## config.mk

```make
export PLATFORM = sky130hd
export DESIGN_NAME = id_ex_stage
export DESIGN_NICKNAME = d
export VERILOG_FILES = /design/src/rtl/id_ex_stage.sv
export SDC_FILE = /design/constraint.sdc
export NUM_CORES = 1
export LEC_CHECK = 0
export ABC_CLOCK_PERIOD_IN_PS = 3100
export CAP_MARGIN = 0
export CORE_MARGIN = 5
export CORE_UTILIZATION = 25
export DETAILED_ROUTE_END_ITERATION = 7
export GPL_TIMING_DRIVEN = 0
export PLACE_DENSITY_LB_ADDON = 0.05
export RECOVER_POWER = 100
export REMOVE_ABC_BUFFERS = 1
export SYNTH_ARGS = -nofsm -noshare
export SYNTH_HDL_FRONTEND = slang
export SYNTH_SLANG_ARGS = --single-unit
```

## constraint.sdc

```tcl
create_clock -name clk -period 3.1 [get_ports clk]
set_input_delay 0.465 -clock clk [delete_from_list [all_inputs] [get_ports clk]]
set_output_delay 0.465 -clock clk [all_outputs]
set_load 0.1 [all_outputs]
```

## src/rtl/id_ex_stage.sv

```systemverilog
// ID/EX pipeline register feeding the 32-bit ALU: operand capture, ALU select decode,
// operand B mux and EX/MEM / MEM/WB forwarding (forwarding present only when FWD_EN is defined).
module id_ex_stage #(
  parameter int N    = 32,
  parameter int REGW = 5
) (
  input  logic            clk,
  input  logic            rst_n,
  input  logic            stall,
  input  logic            flush,
  input  logic            id_valid,
  input  logic [N-1:0]    id_rs1_data,
  input  logic [N-1:0]    id_rs2_data,
  input  logic [N-1:0]    id_imm,
  input  logic [REGW-1:0] id_rs1,
  input  logic [REGW-1:0] id_rs2,
  input  logic [REGW-1:0] id_rd,
  input  logic            id_regwrite,
  input  logic            id_alu_src,
  input  logic [1:0]      id_alu_op,
  input  logic [2:0]      id_funct3,
  input  logic            id_funct7b5,
  input  logic            id_is_rtype,
  input  logic [REGW-1:0] exm_rd,
  input  logic            exm_regwrite,
  input  logic [N-1:0]    exm_result,
  input  logic [REGW-1:0] mwb_rd,
  input  logic            mwb_regwrite,
  input  logic [N-1:0]    mwb_result,
  output logic [N-1:0]    alu_a,
  output logic [N-1:0]    alu_b,
  output logic [3:0]      alu_sel,
  output logic [N-1:0]    ex_store_data,
  output logic [REGW-1:0] ex_rd,
  output logic            ex_regwrite,
  output logic            ex_valid,
  output logic            ex_illegal
);

  typedef struct packed {
    logic            valid;
    logic [N-1:0]    rs1_data;
    logic [N-1:0]    rs2_data;
    logic [N-1:0]    imm;
    logic [REGW-1:0] rs1;
    logic [REGW-1:0] rs2;
    logic [REGW-1:0] rd;
    logic            regwrite;
    logic            alu_src;
    logic [3:0]      alu_sel;
    logic            illegal;
  } ex_state_t;

  ex_state_t st_q, st_d;
  logic [3:0] dec_sel;
  logic       dec_ill;

  always_comb begin
    dec_sel = 4'b1111;
    dec_ill = 1'b1;
    unique case (id_alu_op)
      2'b00: begin dec_sel = 4'b0010; dec_ill = 1'b0; end
      2'b01: begin dec_sel = 4'b0110; dec_ill = 1'b0; end
      2'b10: begin
        unique case (id_funct3)
          3'b000: begin
            dec_sel = (id_is_rtype && id_funct7b5) ? 4'b0110 : 4'b0010;
            dec_ill = 1'b0;
          end
          3'b111: begin dec_sel = 4'b0000; dec_ill = 1'b0; end
          3'b110: begin dec_sel = 4'b0001; dec_ill = 1'b0; end
          default: begin dec_sel = 4'b1111; dec_ill = 1'b1; end
        endcase
      end
      default: begin dec_sel = 4'b1111; dec_ill = 1'b1; end
    endcase
  end

  // Flush only needs to kill the side-effect bits; the data fields just hold.
  always_comb begin
    st_d = st_q;
    if (flush) begin
      st_d.valid    = 1'b0;
      st_d.regwrite = 1'b0;
      st_d.illegal  = 1'b0;
    end else if (!stall) begin
      st_d.valid    = id_valid;
      st_d.rs1_data = id_rs1_data;
      st_d.rs2_data = id_rs2_data;
      st_d.imm      = id_imm;
      st_d.rs1      = id_rs1;
      st_d.rs2      = id_rs2;
      st_d.rd       = id_rd;
      st_d.regwrite = id_regwrite;
      st_d.alu_src  = id_alu_src;
      st_d.alu_sel  = dec_sel;
      st_d.illegal  = dec_ill;
    end
  end

  always_ff @(posedge clk or negedge rst_n) begin
    if (!rst_n) st_q <= '0;
    else        st_q <= st_d;
  end

  logic [N-1:0] rs1_fwd, rs2_fwd;

`ifdef FWD_EN
  // x0 is hardwired zero, so a pending write to it must never be forwarded.
  always_comb begin
    rs1_fwd = st_q.rs1_data;
    if (st_q.rs1 != '0) begin
      if (exm_regwrite && exm_rd == st_q.rs1)      rs1_fwd = exm_result;
      else if (mwb_regwrite && mwb_rd == st_q.rs1) rs1_fwd = mwb_result;
    end
  end

  always_comb begin
    rs2_fwd = st_q.rs2_data;
    if (st_q.rs2 != '0) begin
      if (exm_regwrite && exm_rd == st_q.rs2)      rs2_fwd = exm_result;
      else if (mwb_regwrite && mwb_rd == st_q.rs2) rs2_fwd = mwb_result;
    end
  end
`else
  logic unused_fwd;
  assign unused_fwd = ^{exm_rd, exm_regwrite, exm_result, mwb_rd, mwb_regwrite, mwb_result,
                        st_q.rs1, st_q.rs2};
  assign rs1_fwd = st_q.rs1_data;
  assign rs2_fwd = st_q.rs2_data;
`endif

  assign alu_a         = rs1_fwd;
  assign alu_b         = st_q.alu_src ? st_q.imm : rs2_fwd;
  assign ex_store_data = rs2_fwd;
  assign ex_rd         = st_q.rd;
  assign ex_valid      = st_q.valid;
  assign alu_sel       = st_q.valid ? st_q.alu_sel : 4'b0000;
  assign ex_regwrite   = st_q.valid & st_q.regwrite;
  assign ex_illegal    = st_q.valid & st_q.illegal;

endmodule

```

## Word level (Yosys, flattened, before mapping)

Index checks and enable logic that the tools add are counted.
W data, S select, Z words.

| word-level totals | value |
|---|---|
| bits in registers | 119 |
| output and inout bits | 108 |
| word-level logic and storage cells | 37 |

| operators by class | value |
|---|---|
| equal/unequal tests | 5 |
| multiplexer cells | 11 |
| bitwise operators | 4 |
| reduce and logical (&&, ||, !) cells | 6 |

Operator list:

| kind | count |
|---|---|
| $mux W119 | 1 |
| $mux W32 | 1 |
| $pmux W4 S3 | 2 |
| $eq A3 B3 Y1 const B | 2 |
| $mux W1 | 4 |
| $mux W4 | 1 |
| $logic_not A3 Y1 | 1 |
| $mux W3 | 1 |
| $reduce_or A3 Y1 | 1 |
| $and A1 B1 Y1 | 2 |
| $eq A2 B1 Y1 const B | 1 |
| $eq A2 B2 Y1 const B | 1 |
| $logic_not A2 Y1 | 1 |
| $ne A2 B1 Y1 const B | 1 |
| $not A1 Y1 | 2 |
| $pmux W1 S2 | 1 |
| $reduce_and A2 Y1 | 1 |
| $reduce_or A2 Y1 | 1 |
| $logic_and A1 B1 Y1 | 1 |

## Logic depth before layout (Yosys ltp)

| logic depth | value |
|---|---|
| depth in word-level cells | 6 |
| gate-level depth with buffers | 6 |
| depth with buffers taken out | 3 |

## Worst setup path before layout

OpenSTA, ideal clock, no wires.

| path | value |
|---|---|
| path kind | reg2out |
| from | reg st_q, in the netlist ex_valid |
| to | out alu_sel[0] |
| arrival | 1.829 ns |
| path slack | 0.806 ns |
| stages on the path, launching flop included | 2 |
| path buffers | 0 |
| cells stage by stage | dfrtp_1 > and2_1 |

| between the ends | value |
|---|---|
| longest elaborated chain between the ends | 1 |

Ends and longest elaborated chain:

| element | line | source |
|---|---|---|
| start, declared | 54 | `ex_state_t st_q, st_d;` |
| start signal, assigned | 103 | `else st_q <= st_d;` |
| $mux W4 | 138 | `assign alu_sel = st_q.valid ? st_q.alu_sel : 4'b0000;` |
| end, declared | 32 | `output logic [3:0] alu_sel,` |

Every way passes these cells.

## Worst setup path after layout

| path | value |
|---|---|
| from | reg st_q[5] in the netlist's numbering |
| to | out alu_b[25] |

| between the ends | value |
|---|---|
| longest elaborated chain between the ends | 1 |

Ends and longest elaborated chain:

| element | line | source |
|---|---|---|
| $mux W32 | 134 | `assign alu_b = st_q.alu_src ? st_q.imm : rs2_fwd;` |
| end, declared | 31 | `output logic [N-1:0] alu_b,` |

Every way passes these cells.

==> run metrics <==
hold_buf cts 0; status finished with violations; Post-synth EDFFs 0; Internal Power 2.984 mW; Die Span Y 152.0 µm; Clock Sinks 109; grt ovf 0; slowest CP cell dlygate4sd3_1; Mapped Area 5042 µm²; global-route wire length before repair 20530 µm; total power 5.698 mW; Final Max Slew Viols 38; row count 52; Req. time, crit path approximately 2600 ps; asr flop ratio synth 1.000; final core occ 0.3684; dpl ws around 150 ps; nature of the critical path startpoint flop; Net Sw Power 2.714 mW; IO Port Bufs ~220; initial antenna violation count 1; top-area cell type share of the netlist area 0.5409; GP Congestion 0.7008; via count between 3000 and 4000; Initial Util 0.2516; Ant. Diodes 0; IO Count 309; Syn Area/Cell 14.01 µm²; DIE WIDTH 152.0 µm; Longest Clk Path Bufs 2; #FFs+latches synth 109; Final Cycle Share 0.9683; DRT iter0 DRCs 60; logic gate share of total power 0.475; Die ar. between 20000 and 25000 µm²; HP Class flop to flop; max-cap violation count 1; pin count of the biggest net entering global routing 73; Syn Inst Count 360; DP HPWL 9516 µm; Max FO, Critical Path 25; CP Data Arrival Time 2540 ps; H-tree depth 3; post-DR wirelength/cell 16.38 µm; Routed WL roughly 13000 µm; critical path cell sequence buf_12 -> mux2_2 -> dlygate4sd3_1; measured slew at the worst slew-check pin 2276 ps; clock network fraction of design power 0.220; share of layout cells above drive strength 1 0.2548; area leader, netlist dfrtp_1; worst skew pair latency 340 ps; final number of setup-violating endpoints 0; Clock transition at path regs around 80 ps; min Tclk post-route 3002 ps; Ys Warns 0; Slew headroom -0.5171; vias in the first global route 3480; Nets 714; post-route ant nets 0; critical path class flop to output port; DRC errors left 0; TritonCTS buffer count 9; CORE AREA 20040 µm²; unrepaired setup endpoints after global routing no; Resized Gates After CTS 0; CP endpoint kind output port; hold violation count in the final report 0; Area Growth Syn to Fin 46.40%; Synth top cells by count dfrtp_1, mux2_2, buf_4, mux2_1, buf_2; Worst Skew 0 ps; f_max 333.1 MHz; synth unique cells 21; Leak 2.978 nW; CTS tree built; Total GRT Usage 0.1117; Pwr Density roughly 770 nW/µm²; Worst VDD drop roughly 0.28 mV; post-CTS setup buffer count 0; setup ws final approximately 98 ps; Total Neg Setup Slack 0 ps; max incr delay on CP between 1000 and 1500 ps; DR vias/cell 4.030; main area contributors after synthesis dfrtp_1, mux2_2, buf_4, mux2_1, buf_2; share of total power in sequential cells 0.305; Most used DFF post-synth dfrtp_1; root buf cell clkbuf_16; TritonRoute pass-1 iters 4; Sw Ratio 0.4763; violated checks max-capacitance violations, max-slew violations; register area share after synthesis 0.5409
[worst paths after layout]
path | startpoint | end | slack, ps | cells after the start
worst min-delay path | ex_rd[2]$_DFFE_PN0P_ | ex_rd[2]$_DFFE_PN0P_ | 500 | 1
worst max-delay path | st_q[5]$_DFFE_PN0P_ | alu_b[25] | 100 | 3
worst min register to register | ex_rd[2]$_DFFE_PN0P_ | ex_rd[2]$_DFFE_PN0P_ | 500 | 1
min in group asynchronous | rst_n | alu_a[13]$_DFFE_PN0P_ | 790 | 1
worst max register to register | st_q[5]$_DFFE_PN0P_ | st_q[5]$_DFFE_PN0P_ | 1990 | 2
max in group asynchronous | rst_n | alu_a[22]$_DFFE_PN0P_ | 1000 | 1
[worst max-delay path, delay by kind of cell, from the launching register on]
| kind | cells | cell delay [ps] |
|---|---|---|
| flops | 1 | 520 |
| mux | 1 | 230 |
| buf+inv | 2 | 1430 |
[cell usage in the layout (no fill, tap or decap), drive strengths merged, types with 2 or more instances in the layout]
master	synthesis	layout
dlygate4sd3	0	102
clkbuf	1	14
nor2	5	5
nand3	2	2
nand2	2	2
o21ai	4	4
mux2i	2	2
a21oi	4	4
dfrtp	109	109
buf	84	3
mux2	134	134
clkdlybuf4s50	0	119
a31oi	2	2
and2	6	6
inv	1	3
[cells by family (layout without fill, tap and decap cells)]
logic type / after synthesis / in the layout / synth area share
buffers and inverters: 86 / 244 / 0.1226
flip-flops: 109 / 109 / 0.5409
AO/OA/AOI/OAI: 12 / 12 / 0.01439
multiplexers: 136 / 136 / 0.3032
AND/OR/NAND/NOR: 17 / 17 / 0.01886
[area by class of cell]
cell class | count | area (µm²)
multi-input combinational | 165 | 1697
clock inverter | 5 | 66.31
inverter | 1 | 3.754
timing repair buffer | 227 | 2296
tap | 270 | 337.8
fill | 1979 | 12660
sequential | 109 | 2729
clock buffer | 11 | 252.7
[layer usage]
layer / part of all wire / track usage / vias up
met5: 0.0010 / 0 / -
met4: 0.013 / 0.03596 / 2
met3: 0.094 / 0.04892 / 11
met2: 0.46 / 0.1719 / 129
met1: 0.43 / 0.1416 / 1547
li1: - / - / 1487
[sequential cells by signal, summed over array words and instances (netlist names)]
register / count
st_q: 39
alu_a: 32
ex_store_data: 32
ex_rd: 5
ex_valid: 1
[metrics by stage]
step	instances	area (µm²)	hold slack (ps)
after floorplan	275	4428	169.4
after global placement	767	6988	484.4
after detailed placement	772	7098	403.9
after CTS	788	7417	13.22
after global routing	788	7382	513.5
final	788	7382	500.4
[power groups by stage]
| stage | logic (mW) | clock network, mW | registers (mW) |
|---|---|---|---|
| 2_1_floorplan | 1.06 | 0 | 2.75 |
| 3_3_place_gp | 2.78 | 0 | 1.79 |
| 3_5_place_dp | 2.82 | 0 | 1.77 |
| 4_1_cts | 2.83 | 1.31 | 1.75 |
| 5_1_grt | 2.79 | 1.36 | 1.77 |
| 6_report | 2.71 | 1.25 | 1.74 |
Power figures use the tool's default switching activity.
